### src/rtl/mul12_seq_ctrl_if.sv
// Operand/result handshake bundle between a requesting datapath and mul12_seq_ctrl.
// The master drives operands and result acceptance; the slave is the controller.
interface mul12_seq_ctrl_if #(
    parameter int HALF_W = 6
);
    logic                  in_valid;
    logic                  in_ready;
    logic [2*HALF_W-1:0]   in_a;
    logic [2*HALF_W-1:0]   in_b;
    logic                  out_valid;
    logic                  out_ready;
    logic [4*HALF_W-1:0]   out_p;

    modport master (
        output in_valid, in_a, in_b, out_ready,
        input  in_ready, out_valid, out_p
    );

    modport slave (
        input  in_valid, in_a, in_b, out_ready,
        output in_ready, out_valid, out_p
    );
endinterface

### src/rtl/mul12_seq_ctrl.sv
// 12x12 unsigned multiply sequenced over one shared 6x6 multiplier in four half-word steps.
// Define MUL_OUT_REG_EN to register mul_p before accumulation (adds one cycle of latency).
module mul12_seq_ctrl #(
    parameter int HALF_W = 6
) (
    input  logic                 clk,
    input  logic                 rst,
    mul12_seq_ctrl_if.slave      bus,
    output logic [HALF_W-1:0]    mul_a,
    output logic [HALF_W-1:0]    mul_b,
    input  logic [2*HALF_W-1:0]  mul_p,
    output logic                 busy
);
    localparam int OP_W  = 2 * HALF_W;
    localparam int RES_W = 4 * HALF_W;

    typedef enum logic [1:0] {
        S_IDLE = 2'd0,
        S_MUL  = 2'd1,
        S_DONE = 2'd2
    } state_t;

`ifdef MUL_OUT_REG_EN
    localparam logic [2:0] LAST_STEP = 3'd4;
`else
    localparam logic [2:0] LAST_STEP = 3'd3;
`endif

    state_t              r_state;
    state_t              w_state_next;
    logic [2:0]          r_step;
    logic [OP_W-1:0]     r_a;
    logic [OP_W-1:0]     r_b;
    logic [RES_W-1:0]    r_acc;

    logic                w_accept;
    logic [OP_W-1:0]     w_pp;
    logic [1:0]          w_pp_step;
    logic                w_pp_en;
    logic [RES_W-1:0]    w_pp_shifted [4];

    assign w_accept = bus.in_valid && (r_state == S_IDLE);

`ifdef MUL_OUT_REG_EN
    logic [OP_W-1:0] r_mul_p_pipe;

    // Free-running capture; acc is cleared on accept, so stale contents never leak into a job.
    always_ff @(posedge clk) begin
        if (rst) begin
            r_mul_p_pipe <= '0;
        end else begin
            r_mul_p_pipe <= mul_p;
        end
    end

    assign w_pp      = r_mul_p_pipe;
    assign w_pp_step = 2'(r_step - 3'd1);
    assign w_pp_en   = (r_step != 3'd0);
`else
    assign w_pp      = mul_p;
    assign w_pp_step = r_step[1:0];
    assign w_pp_en   = 1'b1;
`endif

    // Step weights: aL*bL -> 0, cross terms -> HALF_W, aH*bH -> 2*HALF_W.
    generate
        for (genvar gi = 0; gi < 4; gi++) begin : g_pp_shift
            localparam int SH = ((gi & 1) + (gi >> 1)) * HALF_W;
            assign w_pp_shifted[gi] = {{(RES_W-OP_W){1'b0}}, w_pp} << SH;
        end
    endgenerate

    // State register and datapath
    always_ff @(posedge clk) begin
        if (rst) begin
            r_state <= S_IDLE;
            r_step  <= '0;
            r_acc   <= '0;
            r_a     <= '0;
            r_b     <= '0;
        end else begin
            r_state <= w_state_next;
            case (r_state)
                S_IDLE: begin
                    if (w_accept) begin
                        r_a    <= bus.in_a;
                        r_b    <= bus.in_b;
                        r_acc  <= '0;
                        r_step <= '0;
                    end
                end
                S_MUL: begin
                    r_step <= r_step + 3'd1;
                    if (w_pp_en) begin
                        r_acc <= r_acc + w_pp_shifted[w_pp_step];
                    end
                end
                default: ;
            endcase
        end
    end

    // Next-state logic
    always_comb begin
        w_state_next = r_state;
        case (r_state)
            S_IDLE:  if (w_accept) w_state_next = S_MUL;
            S_MUL:   if (r_step == LAST_STEP) w_state_next = S_DONE;
            S_DONE:  if (bus.out_ready) w_state_next = S_IDLE;
            default: w_state_next = S_IDLE;
        endcase
    end

    // Outputs; the multiplier operands stay at zero whenever no step is being issued.
    always_comb begin
        bus.in_ready  = (r_state == S_IDLE);
        bus.out_valid = (r_state == S_DONE);
        bus.out_p     = (r_state == S_DONE) ? r_acc : '0;
        busy          = (r_state != S_IDLE);
        mul_a         = '0;
        mul_b         = '0;
        if ((r_state == S_MUL) && !r_step[2]) begin
            mul_a = r_step[1] ? r_a[OP_W-1:HALF_W] : r_a[HALF_W-1:0];
            mul_b = r_step[0] ? r_b[OP_W-1:HALF_W] : r_b[HALF_W-1:0];
        end
    end
endmodule

### src/flat_wrapper.sv
// flat-port wrapper written by rule: the top's interface ports become plain ports
module mul12_seq_ctrl_flat 
#(
    parameter int HALF_W = 6
)
  (clk, rst, mul_a, mul_b, mul_p, busy, bus_in_valid, bus_in_a, bus_in_b, bus_out_ready, bus_in_ready, bus_out_valid, bus_out_p);
  mul12_seq_ctrl_if #(.HALF_W(HALF_W)) bus_i ();
  input  logic clk;
  input  logic rst;
  output logic [HALF_W-1:0] mul_a;
  output logic [HALF_W-1:0] mul_b;
  input  logic [2*HALF_W-1:0] mul_p;
  output logic busy;
  input wire logic [$bits(bus_i.in_valid)-1:0] bus_in_valid;
  input wire logic [$bits(bus_i.in_a)-1:0] bus_in_a;
  input wire logic [$bits(bus_i.in_b)-1:0] bus_in_b;
  input wire logic [$bits(bus_i.out_ready)-1:0] bus_out_ready;
  output wire logic [$bits(bus_i.in_ready)-1:0] bus_in_ready;
  output wire logic [$bits(bus_i.out_valid)-1:0] bus_out_valid;
  output wire logic [$bits(bus_i.out_p)-1:0] bus_out_p;
  assign bus_i.in_valid = bus_in_valid;
  assign bus_i.in_a = bus_in_a;
  assign bus_i.in_b = bus_in_b;
  assign bus_i.out_ready = bus_out_ready;
  assign bus_in_ready = bus_i.in_ready;
  assign bus_out_valid = bus_i.out_valid;
  assign bus_out_p = bus_i.out_p;
  mul12_seq_ctrl #(.HALF_W(HALF_W)) u_core (.clk(clk), .rst(rst), .bus(bus_i), .mul_a(mul_a), .mul_b(mul_b), .mul_p(mul_p), .busy(busy));
endmodule
### config.mk
export PLATFORM = sky130hd
export DESIGN_NAME = mul12_seq_ctrl_flat
export DESIGN_NICKNAME = d
export VERILOG_FILES = /design/src/rtl/mul12_seq_ctrl_if.sv /design/src/rtl/mul12_seq_ctrl.sv /design/src/flat_wrapper.sv
export SDC_FILE = /design/constraint.sdc
export NUM_CORES = 1
export LEC_CHECK = 0
export ABC_AREA = 1
export CAP_MARGIN = 30
export CORE_MARGIN = 3
export CORE_UTILIZATION = 55
export DETAILED_ROUTE_END_ITERATION = 6
export PLACE_DENSITY = 0.93
export SYNTH_ARGS = -nofsm -noshare
export SYNTH_HDL_FRONTEND = slang
export SYNTH_SLANG_ARGS = --single-unit
### constraint.sdc
create_clock -name clk -period 5.55 [get_ports clk]
set_clock_uncertainty 0.05 [all_clocks]
set_input_delay 1.11 -clock clk [delete_from_list [all_inputs] [get_ports clk]]
set_output_delay 1.11 -clock clk [all_outputs]
set_load 0.01 [all_outputs]
==> out/qor.yml <==
status: "complete, no violations"
wire_per_inst_um: 14.3
cts_sinks: 53
hp-class: "flop to flop"
power_uw: 938
worst_pin_slew_ns: 1.05
path_class: "flop to primary output"
htreeDepth: 2
cp-end-kind: "primary output"
drive_above_1_share_pct: 3.40
synth_top_area_share_pct: 25.1
startpoint_type: "flop"
power.leakage_uw: 0.00229
min_period_ns: 4.06
async_reset_ff_share_pct: 0
synth_edf_count: 0
grt_max_degree: 54
path_cells: "inv_1, nand2_1, inv_2, nand2_1, a21oi_1, clkdlybuf4s50_1"
cts.clk_slew.worst_paths_ns: 0.11
finalSetupTns_ns: 0
n_fill_cell: 710
drc_errors: 0
cp.required_ns: 4.39
multi_input_area_um2: 2630
synth_area_um2: 4230
core_um2: 7370
design.die.area_um2: 8770
crit_top_cell: "nand2_1"
ys_ff_latch: 53
fmax_ghz: 0.246
insertion_delay_ns: 0.32
syn_inst: 735
finalHoldViolations: 0
max_stage_delay_ns: 0.58
crit_slowest_cell: "clkdlybuf4s50_1"
critPathBufInv: 3
hpwlAfterDp_um: 9670
track_usage_pct: 28.7
power_density_nw_per_um2: 184
cts.path.max_buffers: 2
syn_nets: 801
seq_area_frac_synth_pct: 25.1
ant_nets: 0
first_pass_iters: 5
crit_family: "buffers and inverters"
yosysWarnings: 0
die_h_um: 93.7
yosysUniqueCellTypes: 30
via_per_inst: 5.38
io_pins: 79
avgSynthCellArea_um2: 5.75
root_buffer: "clkbuf_8"
rsz0062_at_grt: "no"
cts_hold_buf: 0
cp.arrival_ns: 2.90
grt_pass1_wl_um: 20200
cap_viol_max_count: 0
ys_dominant_reg_cell: "dfxtp_1"
grt_pass1_vias: 4382
netlist_top_cells_area: "dfxtp_1, nand2_1, a21oi_1"
gp_congestion: 0.906
cp_max_fo: 20
vdd.ir_drop.worst_mv: 0.122
final-max-slew-violation-count: 0
synth_top_area_cell: "dfxtp_1"
n_antenna_cell: 0
register_area_um2: 1060
die_width_um: 93.7
setup_violations: 0
cts_tree: "built"
cts.repair.resized: 0
period_share_pct: 73.2
vias: 4803
drt_iter0_drc: 391
grt-ovfl-total: 0
relSlewSlack_pct: 30.2
grt_antenna_before_repair: 0
wl_um: 12800
finish.net_count: 859
area_growth_pct: 20.7
numCtsBuffers: 5
post_cts_buffers: 0
start_util_pct: 57.3
portBuffers: 78
rows: 31
-- cells in the mapped netlist, types with 4 or more instances --
cell type  instances
nand3b_1           7
o21ai_0           21
mux2i_1            6
nor2_2             4
clkbuf_1          17
a21oi_1           83
ha_1              25
inv_1            106
nand4_1            5
nor2_1            61
buf_2              7
nand2_1          269
nand3_1           42
nand2_2            5
dfxtp_1           53
-- worst register-to-register path, stage by stage (launching register included) --
cell	delay, ns
dfxtp_1	1.03
inv_1	0.60
nand2_1	0.17
nor2_1	0.05
ha_1	0.27
fa_1	0.46
nand2_1	0.09
nand2_1	0.06
and2_4	0.16
nand2_1	0.06
nand2_1	0.09
nand2_1	0.13
nand2_1	0.07
nand2_1	0.06
nand3_1	0.06
a21oi_1	0.14
-- sequential cells by signal, summed over array words and instances, names as in the netlist --
register / flops
u_core.r_step: 3
u_core.r_a: 12
u_core.r_b: 12
u_core.r_state: 2
u_core.r_acc: 24
-- worst paths after layout --
path	from	to	slack (ns)	cells after the start
setup reg to reg	u_core.r_step[0]	u_core.r_acc[16]	1.93	15
hold reg to reg	u_core.r_a[5]	u_core.r_a[5]	0.42	2
setup / recovery	u_core.r_state[1]	mul_b[3]	1.49	6
hold / removal	u_core.r_a[5]	u_core.r_a[5]	0.42	2
-- kinds of logic after synthesis --
| family | count (synthesis) | synth area share [%] |
|---|---|---|
| simple gates | 405 | 39.6 |
| buf+inv | 136 | 12.7 |
| compound gates | 108 | 13.1 |
| flops | 53 | 25.1 |
| fa+ha+maj | 26 | 7.88 |
| mux | 6 | 1.42 |
| xor+xnor | 1 | 0.207 |
-- final cells by class --
| cell class | count | area share [%] |
|---|---|---|
| multi-input cells | 546 | 51.5 |
| flip-flops and latches | 53 | 20.8 |
| repair buffers | 79 | 15.5 |
| inverters | 108 | 7.95 |
| well taps | 99 | 2.43 |
| clock buffers | 5 | 1.35 |
| clock inverters | 3 | 0.515 |
-- power breakdown --
part           switching (uW)  total (uW)  leakage [uW]  internal (uW)
clock                     157         250     0.0000423           92.5
combinational             164         263       0.00181           99.0
sequential               23.1         425      0.000433            402
-- through the flow --
stage	hold slack, ns	area (um^2)	worst slack [ns]	instances	util (%)
after floorplan	0.389	4230	2.89	735	-
after global placement	0.398	5000	1.96	885	67.9
after detailed placement	0.406	5000	1.94	885	67.9
after CTS	0.423	5100	1.58	893	69.2
after global routing	0.439	5100	1.46	893	69.2
final	0.423	5100	1.49	893	69.2
-- per-layer routing --
metal	up-vias	GRT usage, %	routed length [um]
met1	2149	37.0	5450
met2	205	47.8	5920
li1	2406	-	-
met4	0	9.87	385
met5	-	0	0
met3	43	5.85	1060
-- placed cells by master (no fill, tap or decap), drive strengths merged, types with 3 or more instances in the layout --
master / netlist / layout
nand2: 274 / 274
inv: 108 / 109
a21oi: 84 / 84
clkdlybuf4s50: 0 / 78
nor2: 67 / 67
dfxtp: 53 / 53
nand3: 42 / 42
ha: 25 / 25
o21ai: 21 / 21
nand3b: 7 / 7
mux2i: 6 / 6
nand4: 5 / 5
clkbuf: 17 / 5
or2: 5 / 5
nor3: 3 / 3
Power figures use the tool's default switching activity.
==> edit 1 (same settings) <==
The 3 states of `state_t` get a one-hot encoding in 3 bits.
--- a/src/rtl/mul12_seq_ctrl.sv
+++ b/src/rtl/mul12_seq_ctrl.sv
@@ -16,6 +16,6 @@
 
-    typedef enum logic [1:0] {
-        S_IDLE = 2'd0,
-        S_MUL  = 2'd1,
-        S_DONE = 2'd2
+    typedef enum logic [2:0] {
+        S_IDLE = 3'b001,
+        S_MUL  = 3'b010,
+        S_DONE = 3'b100
     } state_t;
Formal check against the unedited RTL: no difference found for any inputs over 10 cycles, from zero or initial values and one cycle with rst high; not proved beyond that.
==> edit 1 against the unedited design <==
- cell count increased by 1.5%
- cell area rose by 3.3%
- area after synthesis up 2.7%
- register-to-register slack improved by 0.34 ns
- via count rose by 1.2%
- critical path depth unchanged
- power down 1.3%
- non-clock buffer count rose by 2
- die area is 2.5% higher
- sequential cell count is 1 higher
- setup slack improved by 0.094 ns
- global-route usage is 0.61 points higher
- wire length about the same
- critical path type unchanged
- highest routed layer unchanged
==> edit 1: results (changes against the unedited design) <==
Placed design
  • Post-DP HPWL: 9760 um (+0.91%)
  • GPL Wtd Cong: 0.965 (+6.5%)
  • Dpl cells: 898 (+1.5%)
  • Dpl ws: 1.96 ns (+0.0224 ns)
  • Post-Place Cell Area: 5150 um^2 (+2.9%)

Finish
  • Signal buf overhead: 0.156 (+0.00177)
  • FF/Latch Area: 1080 um^2 (+1.9%)
  • Inverter count: 114 (+5.6%)
  • Comb_multi_in: 550 (+0.73%)
  • Seq/total area: 0.205 (-0.00277)
  • Multi-input combinational area share: 0.512 (-0.00344)
  • Nonclk buf count: 81 (+2.5%)
  • # fillers: 665 (-6.3%)
  • Proportion of cell area spent on the clock network: 0.0221 (+0.00345)
  • Sequential cell count: 54 (+1.9%)
  • Layout cells sized above 1: 0.0458 (+0.0118)
  • Final nets: 872 (+1.5%)

Global route
  • Vias in the first global route: 4678 (+6.8%)
  • Pin count of the biggest net entering global routing: 29 (-46%)
  • First-pass GRT wire length: 21100 um (+4.7%)
  • GRT Util Overall: 0.294 (+0.00608)

Worst setup path
  • Reg2reg start: u_core.r_step[0]$_SDFFE_PP0P_
  • WP data arrival: 2.81 ns (-0.09 ns)
  • Crit path to: mul_b[2]
  • CP Max Fanout: 21 (+5.0%)
  • Reg-to-reg setup timing slack: 2.27 ns (+0.34 ns)
  • Register-to-Register Path Depth: 16 (+1)
  • Critical Path Start: u_core.r_state[0]$_SDFFE_PP1P_

Run status
  • Status: finished clean

STA
  • Setup ws final: 1.58 ns (+0.0941 ns)
  • Worst slew margin: 0.442 (+0.140)
  • Fin Hold WS: 0.447 ns (+0.0238 ns)

Routing
  • Drt initial violations: 369 (-5.6%)
  • Avg WL per Cell: 14.1 um (-1.5%)
  • Via density: 5.37 (-0.22%)
  • Post-detailed-routing wire length: 12800 um (about the same)

Yosys
  • Sequential area share after synthesis: 0.249 (-0.00198)
  • Synth warnings: 0 (unchanged)
  • Cells after synthesis: 744 (+1.2%)
  • Synth cell count leaders: 218 x nand2_1, 112 x nor2_1, 110 x inv_1
  • Mapped Area: 4340 um^2 (+2.7%)
  • FFs w/ async S/R, synth: 0 (unchanged)
  • Post-synth cell types: 36 (+20%)
  • Main area contributors after synthesis: dfxtp_1 25%, nand2_1 19%, nor2_1 9.7%
  • Synth Net Count: 810 (+1.1%)

Clock network
  • Num CTS Buffers: 5 (unchanged)
  • Clk slew on worst S/H paths: about 0.10 ns
  • Clock Tree Root: clkbuf_8

Hold path
  • Hold path start: u_core.r_b[10]$_SDFFE_PP0P_
  • Hold Path Sink: u_core.r_b[10]$_SDFFE_PP0P_

Power and ir drop
  • Leak pwr: 0.00238 uW (+4.0%)
  • Maximum vdd drop: 0.000136 V (+12%)
edit 1: cell types whose count changed after synthesis, sizes merged, moves of 2 or more:
cell	unedited run	this run
a21oi	84	57
nor2	67	120
or2	5	3
nand2	274	226
a21o	2	0
nand3	42	44
o21a	0	2
inv	108	113
o21ai	21	44
edit 1: cell families after synthesis:
| kind of cell | count (synthesis) | synth area share |
|---|---|---|
| buffers and inverters | 140 | 0.130 |
| DFF | 54 | 0.249 |
| AOI/OAI and AO/OA | 106 | 0.127 |
| adders and majority gates | 26 | 0.0767 |
| muxes | 6 | 0.0138 |
| and+or+nand+nor | 411 | 0.401 |
| xor gates and xnor gates | 1 | 0.00202 |
edit 1: layer usage:
metal  up-vias  track usage  share of wire
met1      2174        0.351           0.41
li1       2438            -              -
met4         0        0.125          0.032
met2       216        0.512           0.48
met3        34       0.0542          0.077
met5         -            0              0
edit 1: where the power goes:
part | internal, uW | switching, uW
clock | 137 | 154
combinational | 80.1 | 125
sequential | 413 | 16.0
total | 631 | 295
==> edit 2 (same flow settings) <==
Without the edit above. `HALF_W` is set to 6 in 3 places; all go to 12.
--- a/src/rtl/mul12_seq_ctrl_if.sv
+++ b/src/rtl/mul12_seq_ctrl_if.sv
@@ -3,3 +3,3 @@
 interface mul12_seq_ctrl_if #(
-    parameter int HALF_W = 6
+    parameter int HALF_W = 12
 );
--- a/src/rtl/mul12_seq_ctrl.sv
+++ b/src/rtl/mul12_seq_ctrl.sv
@@ -3,3 +3,3 @@
 module mul12_seq_ctrl #(
-    parameter int HALF_W = 6
+    parameter int HALF_W = 12
 ) (
--- a/src/flat_wrapper.sv
+++ b/src/flat_wrapper.sv
@@ -3,3 +3,3 @@
 #(
-    parameter int HALF_W = 6
+    parameter int HALF_W = 12
 )
Interface: changed (6 resized); port bits go from 79 to 151. The function was not compared with the original's and may differ.
==> edit 2 against the unedited design <==
- critical path depth is the same
- critical endpoint is now mul_a[0]
- wire length grew 130%
- area after synthesis grew 110%
- die area grew 110%
- sequential power grew 90%
- sequential cell count grew 48
- cell area grew 110%
- critical path type unchanged
- highest routed layer unchanged
- clock power grew to 2.7 times the old value
- combinational power grew 130%
- setup slack gained 0.0075 ns
- power grew 120%
==> edit 2: results (changes against the unedited design) <==
Run status
  • Status: finished clean

Finish
  • Layout cells sized above 1: 0.0542 (+0.0202)
  • Diodes inserted: 0 (unchanged)
  • # fillers: 1426 (+100%)
  • Multi-input gate area: 5690 um^2 (+120%)
  • Largest regs: u_core.r_acc: 48 flops, u_core.r_a: 24 flops, u_core.r_b: 24 flops
  • Final nets: 1873 (+120%)

Power and ir drop
  • Leak pwr: 0.00516 uW (+130%)
  • Maximum vdd drop: 0.000144 V (+18%)

Worst setup path
  • Reg-to-reg setup timing slack: 2.34 ns (+0.41 ns)
  • Reg2reg start: u_core.r_step[0]$_SDFFE_PP0P_
  • WP data arrival: 2.90 ns (about the same)
  • Register-to-Register Path Depth: 14 (-1)
  • CP Max Fanout: 24 (+20%)
  • Worst R2R End: u_core.r_acc[18]$_SDFFE_PP0P_

Routing
  • Drt initial violations: 1083 (+180%)
  • Detailed Routing Iterations Pass 1: 6 (+1)
  • Post-detailed-routing wire length: 29500 um (+130%)
  • Via density: 5.33 (-0.92%)

Global route
  • First-pass GRT wire length: 46800 um (+130%)
  • GRT Util Overall: 0.325 (+0.0375)
  • Initial antenna violation count: 0 (unchanged)
  • Vias in the first global route: 9528 (+120%)
  • Pin count of the biggest net entering global routing: 54 (unchanged)

Yosys
  • FFs w/ async S/R, synth: 0 (unchanged)
  • Synth cell count leaders: 506 x nand2_1, 274 x inv_1, 228 x nor2_1
  • Most used DFF post-synth: dfxtp_1
  • Synth warnings: 0 (unchanged)
  • Post-synth cell types: 35 (+17%)
  • Synth Net Count: 1758 (+120%)
  • Sequential area share after synthesis: 0.224 (-0.0271)
  • Main area contributors after synthesis: dfxtp_1 22%, nand2_1 21%, inv_1 11%

Clock network
  • Clk slew on worst S/H paths: 0.07 ns (-0.04 ns)
  • Setup Buffers After CTS: 0 (unchanged)
  • Worst-Skew Late Latency: 0.36 ns (+0.04 ns)
  • Clock Tree Buf Depth: 2 (unchanged)
  • Num CTS Buffers: 9 (+4)
  • CTS resizes: 0 (unchanged)
  • Clock Tree Root: clkbuf_16
  • Clock H-tree levels: 3 (+1)

Placed design
  • Port Buf Inserts: 150 (+92%)
  • GPL Wtd Cong: 1.03 (+14%)
  • Post-Place Cell Area: 10600 um^2 (+110%)
  • Post-DP HPWL: 23100 um (+140%)

Hold path
  • Min-Delay Path Class: reg2reg
  • Hold path start: u_core.r_step[2]$_SDFFE_PP0P_
  • Hold Path Sink: u_core.r_step[2]$_SDFFE_PP0P_
  • Cells on Worst Hold Path: 2 (unchanged)

STA
  • Fin Hold WS: 0.432 ns (+0.00887 ns)
  • Worst Tran Pin Value: 0.994 ns (-0.0513 ns)
[edit 2: per-layer routing]
layer,routed length [um],share of wire,up-vias,track usage
li1,-,-,5253,-
met1,12300,0.42,4653,0.425
met2,12900,0.44,487,0.517
met3,2980,0.10,94,0.0634
met4,1400,0.048,0,0.155
met5,0,0,-,0
[edit 2: how the worst max path moves through the flow]
stage / from / endpoint
3_5_place_dp: mul_p[14] / u_core.r_acc[47]$_SDFFE_PP0P_
4_1_cts: u_core.r_state[1]$_SDFFE_PP0P_ / mul_a[0]
3_3_place_gp: u_core.r_state[1]$_SDFFE_PP0P_ / mul_a[0]
2_1_floorplan: mul_p[0] / u_core.r_acc[40]$_SDFFE_PP0P_
6_report: u_core.r_state[1]$_SDFFE_PP0P_ / mul_a[0]
5_1_grt: u_core.r_state[1]$_SDFFE_PP0P_ / mul_a[0]
[edit 2: critical path, cell delays in order (launching register included)]
cell and delay, ns:
dfxtp_1 0.32, inv_1 0.06, nand2_1 0.36, inv_1 0.21, nand2_1 0.53, a21oi_1 0.43, clkdlybuf4s50_1 0.62
[edit 2: area by class of cell]
class,count,share of cell area
clock inverters,6,0.00720
flip-flops and latches,101,0.185
multi-input cells,1193,0.519
clock buffers,10,0.0209
inverters,280,0.0960
well taps,216,0.0247
repair buffers,162,0.147
[edit 2: logic make-up after synthesis]
logic type | after synthesis | share of synthesized area
buffers and inverters | 338 | 0.146
XOR/XNOR | 1 | 0.000971
multiplexers | 12 | 0.0133
AND/OR/NAND/NOR | 903 | 0.417
flip-flops | 101 | 0.224
AO/OA/AOI/OAI | 227 | 0.128
adder cells (fa/ha/maj) | 50 | 0.0702
[edit 2: per-stage QoR]
stage	power [uW]	worst slack, ns	instances
floorplan	1200	2.76	1632
global placement	1390	1.63	1950
detailed placement	1410	1.71	1952
CTS	2080	1.55	1968
global route	2190	1.33	1968
finish	2090	1.49	1968
[edit 2: where the power goes]
group | internal [uW] | total, uW | switching (uW) | leakage [uW]
registers | 773 | 808 | 35.1 | 0.000829
logic | 213 | 597 | 384 | 0.00418
clock network | 361 | 681 | 321 | 0.000151
